[config.mk]
export PLATFORM = sky130hd
export DESIGN_NAME = stream_frame_monitor
export DESIGN_NICKNAME = d
export VERILOG_FILES = /design/src/rtl/stream_frame_monitor.sv
export SDC_FILE = /design/constraint.sdc
export NUM_CORES = 1
export LEC_CHECK = 0
export CAP_MARGIN = 30
export CORE_ASPECT_RATIO = 1.5
export CORE_MARGIN = 1
export CORE_UTILIZATION = 54
export CTS_BUF_LIST = sky130_fd_sc_hd__clkbuf_4
export DETAILED_ROUTE_END_ITERATION = 7
export GPL_TIMING_DRIVEN = 0
export HOLD_SLACK_MARGIN = 0.06
export PLACE_DENSITY = 0.79
export SETUP_SLACK_MARGIN = 0.3
export SYNTH_ARGS = -nofsm -noshare
export SYNTH_HDL_FRONTEND = slang
export SYNTH_SLANG_ARGS = --single-unit
[constraint.sdc]
create_clock -name out_stream_aclk -period 4.3 [get_ports out_stream_aclk]
set_clock_uncertainty 0.1 [all_clocks]
set_input_delay 0.43 -clock out_stream_aclk [delete_from_list [all_inputs] [get_ports out_stream_aclk]]
set_output_delay 0.43 -clock out_stream_aclk [all_outputs]
set_load 0.03 [all_outputs]
[src/rtl/stream_frame_monitor.sv]
// ---------------------------------------------------------------------------
// stream_frame_monitor
//
// In-line AXI4-Stream stage that sits between the pixel generator and the
// VDMA. Video beats pass through a two-entry registered skid buffer without
// modification. On the input side, the block checks the framing markers
// (tuser = start of frame, tlast = end of line) against the configured
// geometry. It also keeps frame, error and stall status for register readback.
//
// Parameters
//   X_SIZE   words per line; EOL is expected on word X_SIZE-1
//   Y_SIZE   lines per frame; SOF is expected on word 0 of line 0
//   TIMEOUT  consecutive idle (tvalid low) cycles before stall is flagged
//
// Ports
//   out_stream_aclk    clock for all logic
//   periph_resetn      asynchronous active-low reset
//   in_stream_*        upstream AXIS slave (tdata/tkeep/tlast/tuser/tvalid/tready)
//   out_stream_*       downstream AXIS master, fully registered
//   err_clr            one-cycle pulse: clears error counters, stall, idle timer
//   frame_count        frames started, wrapping
//   sof_err_count      missing + unexpected SOF events, saturating
//   eol_err_count      missing + unexpected EOL events, saturating
//   stall              sticky idle-timeout flag
// ---------------------------------------------------------------------------
module stream_frame_monitor #(
  parameter int X_SIZE  = 480,
  parameter int Y_SIZE  = 480,
  parameter int TIMEOUT = 1000
) (
  input  logic        out_stream_aclk,
  input  logic        periph_resetn,
  input  logic [31:0] in_stream_tdata,
  input  logic [3:0]  in_stream_tkeep,
  input  logic        in_stream_tlast,
  input  logic        in_stream_tuser,
  input  logic        in_stream_tvalid,
  output logic        in_stream_tready,
  output logic [31:0] out_stream_tdata,
  output logic [3:0]  out_stream_tkeep,
  output logic        out_stream_tlast,
  output logic        out_stream_tuser,
  output logic        out_stream_tvalid,
  input  logic        out_stream_tready,
  input  logic        err_clr,
  output logic [15:0] frame_count,
  output logic [15:0] sof_err_count,
  output logic [15:0] eol_err_count,
  output logic        stall
);

  localparam int XW = (X_SIZE > 1) ? $clog2(X_SIZE) : 1;
  localparam int YW = (Y_SIZE > 1) ? $clog2(Y_SIZE) : 1;
  // One spare count above TIMEOUT, so the idle counter saturates past the
  // trigger value. The stall condition is therefore a single-cycle event,
  // and err_clr can clear stall while the input stays idle.
  localparam int IW = $clog2(TIMEOUT + 2);

  localparam logic [XW-1:0] X_LAST = XW'(X_SIZE - 1);
  localparam logic [YW-1:0] Y_LAST = YW'(Y_SIZE - 1);
  localparam logic [IW-1:0] IDLE_TRIP = IW'(TIMEOUT);

  typedef struct packed {
    logic [31:0] data;
    logic [3:0]  keep;
    logic        last;
    logic        user;
  } beat_t;

  function automatic logic [15:0] sat_inc(input logic [15:0] v);
    return (v == 16'hFFFF) ? v : v + 16'd1;
  endfunction

  // -------------------------------------------------------------------------
  // Skid buffer
  // -------------------------------------------------------------------------
  beat_t in_beat, out_beat, skid_beat;
  logic  out_valid, skid_valid, skid_valid_next, ready_q;
  logic  accept, out_open;

  assign in_beat = '{data: in_stream_tdata, keep: in_stream_tkeep,
                     last: in_stream_tlast, user: in_stream_tuser};

  assign accept   = in_stream_tvalid & ready_q;
  // The output register may load this cycle when it is empty or firing.
  assign out_open = !out_valid | out_stream_tready;

  // NOTE: every signal written in always_comb is assigned a default first,
  // so no path can leave it holding a value (which would infer a latch).
  always_comb begin
    skid_valid_next = skid_valid;
    if (out_open)    skid_valid_next = 1'b0;  // skid drains into the output
    else if (accept) skid_valid_next = 1'b1;  // output stalled: park the beat
  end

  // NOTE: sequential state uses non-blocking assignments, so every flop
  // samples the values from before the edge, whatever the statement order.
  always_ff @(posedge out_stream_aclk or negedge periph_resetn) begin
    if (!periph_resetn) begin
      ready_q    <= 1'b0;
      skid_valid <= 1'b0;
      out_valid  <= 1'b0;
      out_beat   <= '0;
    end else begin
      // tready mirrors the skid state of the next cycle, but is registered.
      ready_q    <= !skid_valid_next;
      skid_valid <= skid_valid_next;
      if (out_open) begin
        if (skid_valid) begin
          out_beat  <= skid_beat;
          out_valid <= 1'b1;
        end else if (accept) begin
          out_beat  <= in_beat;
          out_valid <= 1'b1;
        end else begin
          out_valid <= 1'b0;
        end
      end
    end
  end

  // NOTE: the skid payload needs no reset. skid_valid qualifies it, and it
  // reaches the outputs only through out_beat, which is reset.
  always_ff @(posedge out_stream_aclk) begin
    if (!out_open && accept) skid_beat <= in_beat;
  end

  assign in_stream_tready  = ready_q;
  assign out_stream_tvalid = out_valid;
  assign out_stream_tdata  = out_beat.data;
  assign out_stream_tkeep  = out_beat.keep;
  assign out_stream_tlast  = out_beat.last;
  assign out_stream_tuser  = out_beat.user;

  // -------------------------------------------------------------------------
  // Framing checker (accepted input beats only)
  // -------------------------------------------------------------------------
  logic [XW-1:0] x, pos_x, x_next;
  logic [YW-1:0] y, pos_y, y_next, y_adv;
  logic          at_origin, at_eol, line_end;
  logic          frame_evt, sof_evt, eol_evt;

  always_comb begin
    // A stray SOF restarts the frame, so it is checked as word 0 of line 0.
    pos_x     = in_stream_tuser ? '0 : x;
    pos_y     = in_stream_tuser ? '0 : y;
    at_origin = (x == '0) && (y == '0);
    at_eol    = (pos_x == X_LAST);
    // A missing EOL and an early EOL both close the line.
    line_end  = at_eol | in_stream_tlast;
    y_adv     = (pos_y == Y_LAST) ? '0 : pos_y + YW'(1);
    x_next    = line_end ? '0 : pos_x + XW'(1);
    y_next    = line_end ? y_adv : pos_y;
    frame_evt = accept & (in_stream_tuser | at_origin);
    sof_evt   = accept & (in_stream_tuser ^ at_origin);
    eol_evt   = accept & (at_eol ^ in_stream_tlast);
  end

  always_ff @(posedge out_stream_aclk or negedge periph_resetn) begin
    if (!periph_resetn) begin
      x           <= '0;
      y           <= '0;
      frame_count <= '0;
    end else begin
      if (accept) begin
        x <= x_next;
        y <= y_next;
      end
      if (frame_evt) frame_count <= frame_count + 16'd1;
    end
  end

  // An error event in the same cycle as err_clr wins, so the counter loads 1.
  always_ff @(posedge out_stream_aclk or negedge periph_resetn) begin
    if (!periph_resetn) begin
      sof_err_count <= '0;
      eol_err_count <= '0;
    end else begin
      if (sof_evt)      sof_err_count <= err_clr ? 16'd1 : sat_inc(sof_err_count);
      else if (err_clr) sof_err_count <= '0;
      if (eol_evt)      eol_err_count <= err_clr ? 16'd1 : sat_inc(eol_err_count);
      else if (err_clr) eol_err_count <= '0;
    end
  end

  // -------------------------------------------------------------------------
  // Stall timer
  // -------------------------------------------------------------------------
  logic [IW-1:0] idle;

  always_ff @(posedge out_stream_aclk or negedge periph_resetn) begin
    if (!periph_resetn) begin
      idle  <= '0;
      stall <= 1'b0;
    end else begin
      if (in_stream_tvalid || err_clr) idle <= '0;
      else if (idle != '1)             idle <= idle + IW'(1);
      // A timeout in the same cycle as err_clr keeps stall set.
      stall <= (idle == IDLE_TRIP) | (stall & !err_clr);
    end
  end

endmodule

==> flow_metrics.env, run 1 <==
export IMPL_status="complete, no violations"
export IMPL_clock_fmax_mhz=292.3
export IMPL_critPathKind="in -> reg"
export IMPL_drtIter0Drc=343
export IMPL_register_area_um2=4094
export IMPL_routedWlPerCell_um=17.82
export IMPL_setup_tns_ps=0
export IMPL_cts_max_level=4
export IMPL_hpwl_um=12810
export IMPL_peakVddDrop_mv=0.2238
export IMPL_syn_to_final_growth_pct=25.96
export IMPL_cp_start_kind="primary input"
export IMPL_synth_top_area_share_pct=41.21
export IMPL_synth_enable_flop_cells=38
export IMPL_cts_tree="yes"
export IMPL_synth_area_leaders="dfrtp_1 (41%), edfxtp_1 (16%), mux2i_1 (5.7%), o21ai_0 (4.8%), nand2_1 (4.2%)"
export IMPL_finalCritPeriodShare_pct=79.55
export IMPL_drcViolationCount=0
export IMPL_cts_sinks=156
export IMPL_path_max_fanout=10
export IMPL_placedCellCount=955
export IMPL_seq_area_frac_synth_pct=57.13
export IMPL_rows=51
export IMPL_routed_wl_um=17620
export IMPL_vias_per_cell=5.974
export IMPL_worstMarginPinSlew_ps=772.5
export IMPL_reg2reg_depth=10
export IMPL_fin_nets=868
export IMPL_yosysUniqueCellTypes=51
export IMPL_gp_congestion=0.8770
export IMPL_rsz0062_at_grt="no"
export IMPL_portBuffers=130
export IMPL_worstPathArrival_ps=3800
export IMPL_track_usage_pct=27.02
export IMPL_avgSynthCellArea_um2=10.79
export IMPL_syn_cell_area_um2=7166
export IMPL_initial_core_util_pct=55.32
export IMPL_syn_nets=716
export IMPL_synth_top_cell_by_area="dfrtp_1"
export IMPL_ys_ff_latch=156
export IMPL_cts_root_buf="clkbuf_4"
export IMPL_ys_async_sr_fraction_pct=75.64
export IMPL_synth_flop_cell="dfrtp_1"
export IMPL_grt_pass1_wl_um=28630
export IMPL_finalSetupViolCount=0
export IMPL_ant_nets=0
export IMPL_num_vias=5908
export IMPL_p_per_area_nw_per_um2=407.3
export IMPL_drive_above_1_share_pct=6.514
export IMPL_grt_max_degree=75
export IMPL_clockBufferDepth=2
export IMPL_cts_made_buffers=17
export IMPL_min_path_type="in -> async"
export IMPL_fillCellCount=979
export IMPL_slew_viol_final=0
export IMPL_die_height_um=143.1
export IMPL_boundaryPins=132
export IMPL_hold_viol=0
export IMPL_multi_input_area_um2=2883
export IMPL_core_area_um2=12950
export IMPL_dp_worst_setup_slack_ps=317.6
export IMPL_overflow=0
export IMPL_maxCapViolations=0
export IMPL_relSlewSlack_pct=48.50
export IMPL_path_clk_slew_ps=140
export IMPL_worst_slack_ps=879.4
export IMPL_dr_pass1_iters=5
export IMPL_crit_required_ps=4680
export IMPL_dieArea_um2=13740
export IMPL_syn_inst=664
export IMPL_period_needed_ps=3421
export IMPL_grt_pass1_vias=5876
export IMPL_antenna_found_initial=1
export IMPL_clk_latency_ps=550
export IMPL_end_kind="flip-flop"
export IMPL_yosysWarnings=0
export IMPL_die_x_um=96.06
export IMPL_power_leakage_nw=3.582
export IMPL_fin_cells=989
cells in the final DEF, fill, tap and decap left out, types with 14 or more instances in the layout:
| cell | Yosys | final |
|---|---|---|
| inv_1 | 16 | 16 |
| nand3_1 | 27 | 27 |
| clkdlybuf4s50_1 | 0 | 129 |
| o21ai_0 | 69 | 69 |
| a21oi_1 | 29 | 29 |
| nor2_1 | 23 | 22 |
| edfxtp_1 | 38 | 38 |
| clkbuf_1 | 20 | 20 |
| or3_1 | 14 | 14 |
| nand2_1 | 80 | 80 |
| dfrtp_1 | 118 | 118 |
| clkbuf_4 | 0 | 17 |
| or4_1 | 17 | 17 |
| mux2i_1 | 41 | 41 |
| o31ai_1 | 14 | 14 |
| nand4_1 | 18 | 18 |
cells by family (layout without fill, tap and decap cells):
family,Yosys count,after routing,synth area share [%]
buffers and inverters,48,213,2.741
flip-flops,156,156,57.13
multiplexers,43,43,6.041
XOR/XNOR,19,19,2.322
adder cells (fa/ha/maj),9,9,1.572
other,0,1,0
AND/OR/NAND/NOR,242,242,17.99
AO/OA/AOI/OAI,147,147,12.21
layer usage:
metal | track usage, % | vias to the layer above | part of all wire [%]
li1 | - | 2769 | -
met1 | 30.72 | 2910 | 38
met2 | 47.26 | 203 | 53
met3 | 8.040 | 26 | 7.2
met4 | 9.505 | 0 | 1.8
met5 | 0 | - | 0
timing repair:
action | 4_1_cts | 5_1_grt
hold buffers | 1 | 0
gates resized for setup | 0 | 0
hold endpoints to repair | 44 | 0
setup buffers | 0 | 0
synthesized netlist by cell type, types with 14 or more instances:
cell / count
dfrtp_1: 118
nand2_1: 80
o21ai_0: 69
mux2i_1: 41
edfxtp_1: 38
a21oi_1: 29
nand3_1: 27
nor2_1: 23
clkbuf_1: 20
nand4_1: 18
or4_1: 17
inv_1: 16
o31ai_1: 14
or3_1: 14
power breakdown:
group / switching, mW / internal [mW]
clock: 0.555 / 0.356
combinational: 0.577 / 0.391
sequential: 0.118 / 1.68
total: 1.25 / 2.43
layout make-up:
cell class / count / area share (%)
flip-flops and latches: 156 / 45.36
inverters: 16 / 0.6654
clock buffers: 17 / 1.414
clock inverters: 15 / 1.816
repair buffers: 133 / 15.07
plain buffers: 32 / 1.511
well taps: 159 / 2.204
multi-input cells: 460 / 31.94
diodes: 1 / 0.02772
worst paths after layout:
path / startpoint / end / slack (ps)
worst min register to register: frame_count[15]$_DFFE_PN0P_ / frame_count[15]$_DFFE_PN0P_ / 380
worst max register to register: x[5]$_DFFE_PN0P_ / sof_err_count[9]$_DFFE_PN0P_ / 900
max in group asynchronous: periph_resetn / frame_count[3]$_DFFE_PN0P_ / 3120
min in group out_stream_aclk: err_clr / eol_err_count[7]$_DFFE_PN0P_ / 300
worst max-delay path: in_stream_tuser / y[6]$_DFFE_PN0P_ / 880
worst min-delay path: periph_resetn / out_stream_tdata[24]$_DFFE_PN0P_ / 270
state kept, by name, indices dropped and copies added, names as in the netlist, 4 cells and up:
name,cells
skid_beat,38
out_stream_tdata,32
eol_err_count,16
frame_count,16
sof_err_count,16
idle,10
x,9
y,9
out_stream_tkeep,4
worst max-delay path, cell delays in order:
cell	delay [ps]
clkdlybuf4s50_1	480
buf_2	210
clkbuf_1	420
nor2b_1	110
ha_1	240
and3_1	240
nand3_1	90
ha_1	210
clkbuf_1	400
nor2b_1	210
a41oi_1	460
nand2_1	100
a31oi_1	190
through the flow:
step | instance area (µm²) | power (mW) | util, % | hold WS, ps
floorplan | 7166 | 2.338 | - | 34.41
global placement | 8666 | 2.759 | 66.90 | 360.9
detailed placement | 8722 | 2.799 | 67.33 | 281.9
CTS | 9024 | 3.699 | 69.66 | 255.1
global route | 9026 | 3.853 | 69.68 | 255.8
finish | 9026 | 3.677 | 69.68 | 270.6
Power figures use the tool's default switching activity.
==> run 2: changes to the inputs <==
clock period = 3.5 ns   (was 4.3 ns; I/O delays follow)
==> flow_metrics.env, run 2 (same netlist as run 1, synthesis figures left out) <==
export IMPL_syn_to_final_growth_pct=27.87
export IMPL_die_height_um=143.1
export IMPL_track_usage_pct=26.95
export IMPL_hpwl_um=12580
export IMPL_drive_above_1_share_pct=8.403
export IMPL_rsz0062_at_grt="no"
export IMPL_gp_congestion=0.9160
export IMPL_worstPathArrival_ps=3570
export IMPL_vias_per_cell=6.028
export IMPL_clock_fmax_mhz=314.3
export IMPL_cts_tree="yes"
export IMPL_reg2reg_depth=10
export IMPL_maxCapViolations=0
export IMPL_m1WireLength_um=7040
export IMPL_period_needed_ps=3182
export IMPL_hold_viol=0
export IMPL_r2r_slack_ps=320
export IMPL_path_clk_slew_ps=150
export IMPL_final_common_cell="clkdlybuf4s50_1"
export IMPL_dieArea_um2=13740
export IMPL_num_vias=5986
export IMPL_status="complete, no violations"
export IMPL_finalCritPeriodShare_pct=90.92
export IMPL_fillCellCount=961
export IMPL_grt_pass1_vias=5925
export IMPL_cts_root_buf="clkbuf_4"
export IMPL_cts_made_buffers=17
export IMPL_dr_pass1_iters=5
export IMPL_p_per_area_nw_per_um2=511.2
export IMPL_grt_max_degree=81
export IMPL_routedWlPerCell_um=17.94
export IMPL_portBuffers=130
export IMPL_top_layer_used="met4"
export IMPL_placedCellCount=955
export IMPL_cts_sinks=156
export IMPL_cts_max_level=4
export IMPL_ant_nets=0
export IMPL_reg2reg_from="y[4]$_DFFE_PN0P_"
export IMPL_core_area_um2=12950
export IMPL_final_cell_mix="clkdlybuf4s50_1 (129), dfrtp_1 (117), nand2_1 (80), o21ai_0 (69), mux2i_1 (41)"
export IMPL_power_leakage_nw=3.639
export IMPL_initial_core_util_pct=55.32
export IMPL_clk_latency_ps=550
export IMPL_boundaryPins=132
export IMPL_largest_register_ffs=38
export IMPL_fin_nets=872
export IMPL_cp_start_kind="flip-flop"
export IMPL_critPathKind="reg -> reg"
export IMPL_peakVddDrop_mv=0.2822
export IMPL_end_kind="flip-flop"
export IMPL_multi_input_area_um2=2925
export IMPL_min_path_type="in -> async"
export IMPL_drtIter0Drc=304
export IMPL_path_max_fanout=8
export IMPL_regMostFlops="skid_beat"
export IMPL_antenna_found_initial=1
export IMPL_met2_length_um=9289
export IMPL_clockBufferDepth=2
export IMPL_slew_viol_final=0
export IMPL_dr_wl_met3_um=1045
export IMPL_drcViolationCount=0
export IMPL_crit_required_ps=3890
export IMPL_register_area_um2=4095
export IMPL_grt_pass1_wl_um=28520
export IMPL_fin_cells=993
export IMPL_finalSetupViolCount=0
export IMPL_overflow=0
export IMPL_worstMarginPinSlew_ps=780.8
export IMPL_timing_rr_end="sof_err_count[9]$_DFFE_PN0P_"
export IMPL_relSlewSlack_pct=47.95
export IMPL_routed_wl_um=17810
export IMPL_holdWs_ps=152.9
export IMPL_rows=51
export IMPL_die_x_um=96.06
run 2: changes by cell type in the layout (fill, tap and decap cells not counted), sizes merged:
cell / delta
clkbuf: -1
buf: +5
clkinvlp: -1
clkinv: -3
inv: +2
bufinv: +2
run 2: cell type report:
| type | count | area share, % |
|---|---|---|
| sequential | 156 | 44.69 |
| multi-input combinational | 460 | 31.93 |
| timing repair buffer | 137 | 15.14 |
| clock inverter | 15 | 2.280 |
| tap | 159 | 2.171 |
| buffer | 32 | 1.707 |
| clock buffer | 17 | 1.393 |
| inverter | 16 | 0.6555 |
| antenna | 1 | 0.02731 |
run 2: where the power goes:
part	switching (mW)	internal [mW]	leakage [nW]
clock network	0.680	0.583	0.176
logic	0.718	0.492	1.57
registers	0.147	2.06	1.90
run 2: worst max-delay path: stages (launching register included):
cell     delay [ps]
dfrtp_1         490
nor4_2          330
nand3_1         140
or4_4           520
ha_4            280
and3_1          170
buf_6           130
nand4_1         170
buf_6           190
or4_4           480
a21oi_2         140
run 2: per-layer routing:
metal,global-route usage (%),vias to the layer above
li1,-,2784
met1,32.35,2936
met2,46.25,218
met3,6.124,48
met4,10.45,0
met5,0,-
run 2: how the worst max path moves through the flow:
stage / startpoint / end / slack, ps / depth (start not counted)
2_1_floorplan: x[5]$_DFFE_PN0P_ / sof_err_count[9]$_DFFE_PN0P_ / 470 / 10
3_3_place_gp: periph_resetn / y[8]$_DFFE_PN0P_ / -2630 / 1
3_5_place_dp: in_stream_tuser / y[5]$_DFFE_PN0P_ / -320 / 13
4_1_cts: x[5]$_DFFE_PN0P_ / sof_err_count[9]$_DFFE_PN0P_ / 310 / 10
5_1_grt: y[4]$_DFFE_PN0P_ / sof_err_count[9]$_DFFE_PN0P_ / 260 / 10
6_report: y[4]$_DFFE_PN0P_ / sof_err_count[9]$_DFFE_PN0P_ / 320 / 10
run 2: repair_timing:
action / in CTS / in global routing
endpoints found under the hold margin: 118 / 0
gates cloned: 0 / 1
resized for setup: 7 / 12
buffers inserted: 0 / 3
pin swaps: 0 / 3
endpoints found under the setup margin: 4 / 12
hold buffers: 1 / 0
run 2: through the flow:
stage / worst slack (ps) / instance area [µm²] / util, % / power (mW) / TNS (ps)
floorplan: 473.7 / 7168 / - / 2.872 / 0
global placement: -2628 / 8668 / 66.92 / 3.390 / -326380
detailed placement: -320.7 / 8722 / 67.33 / 3.439 / -2414
CTS: 306.6 / 9090 / 70.17 / 4.699 / 0
global route: 261.2 / 9163 / 70.73 / 4.898 / 0
finish: 317.9 / 9163 / 70.73 / 4.684 / 0
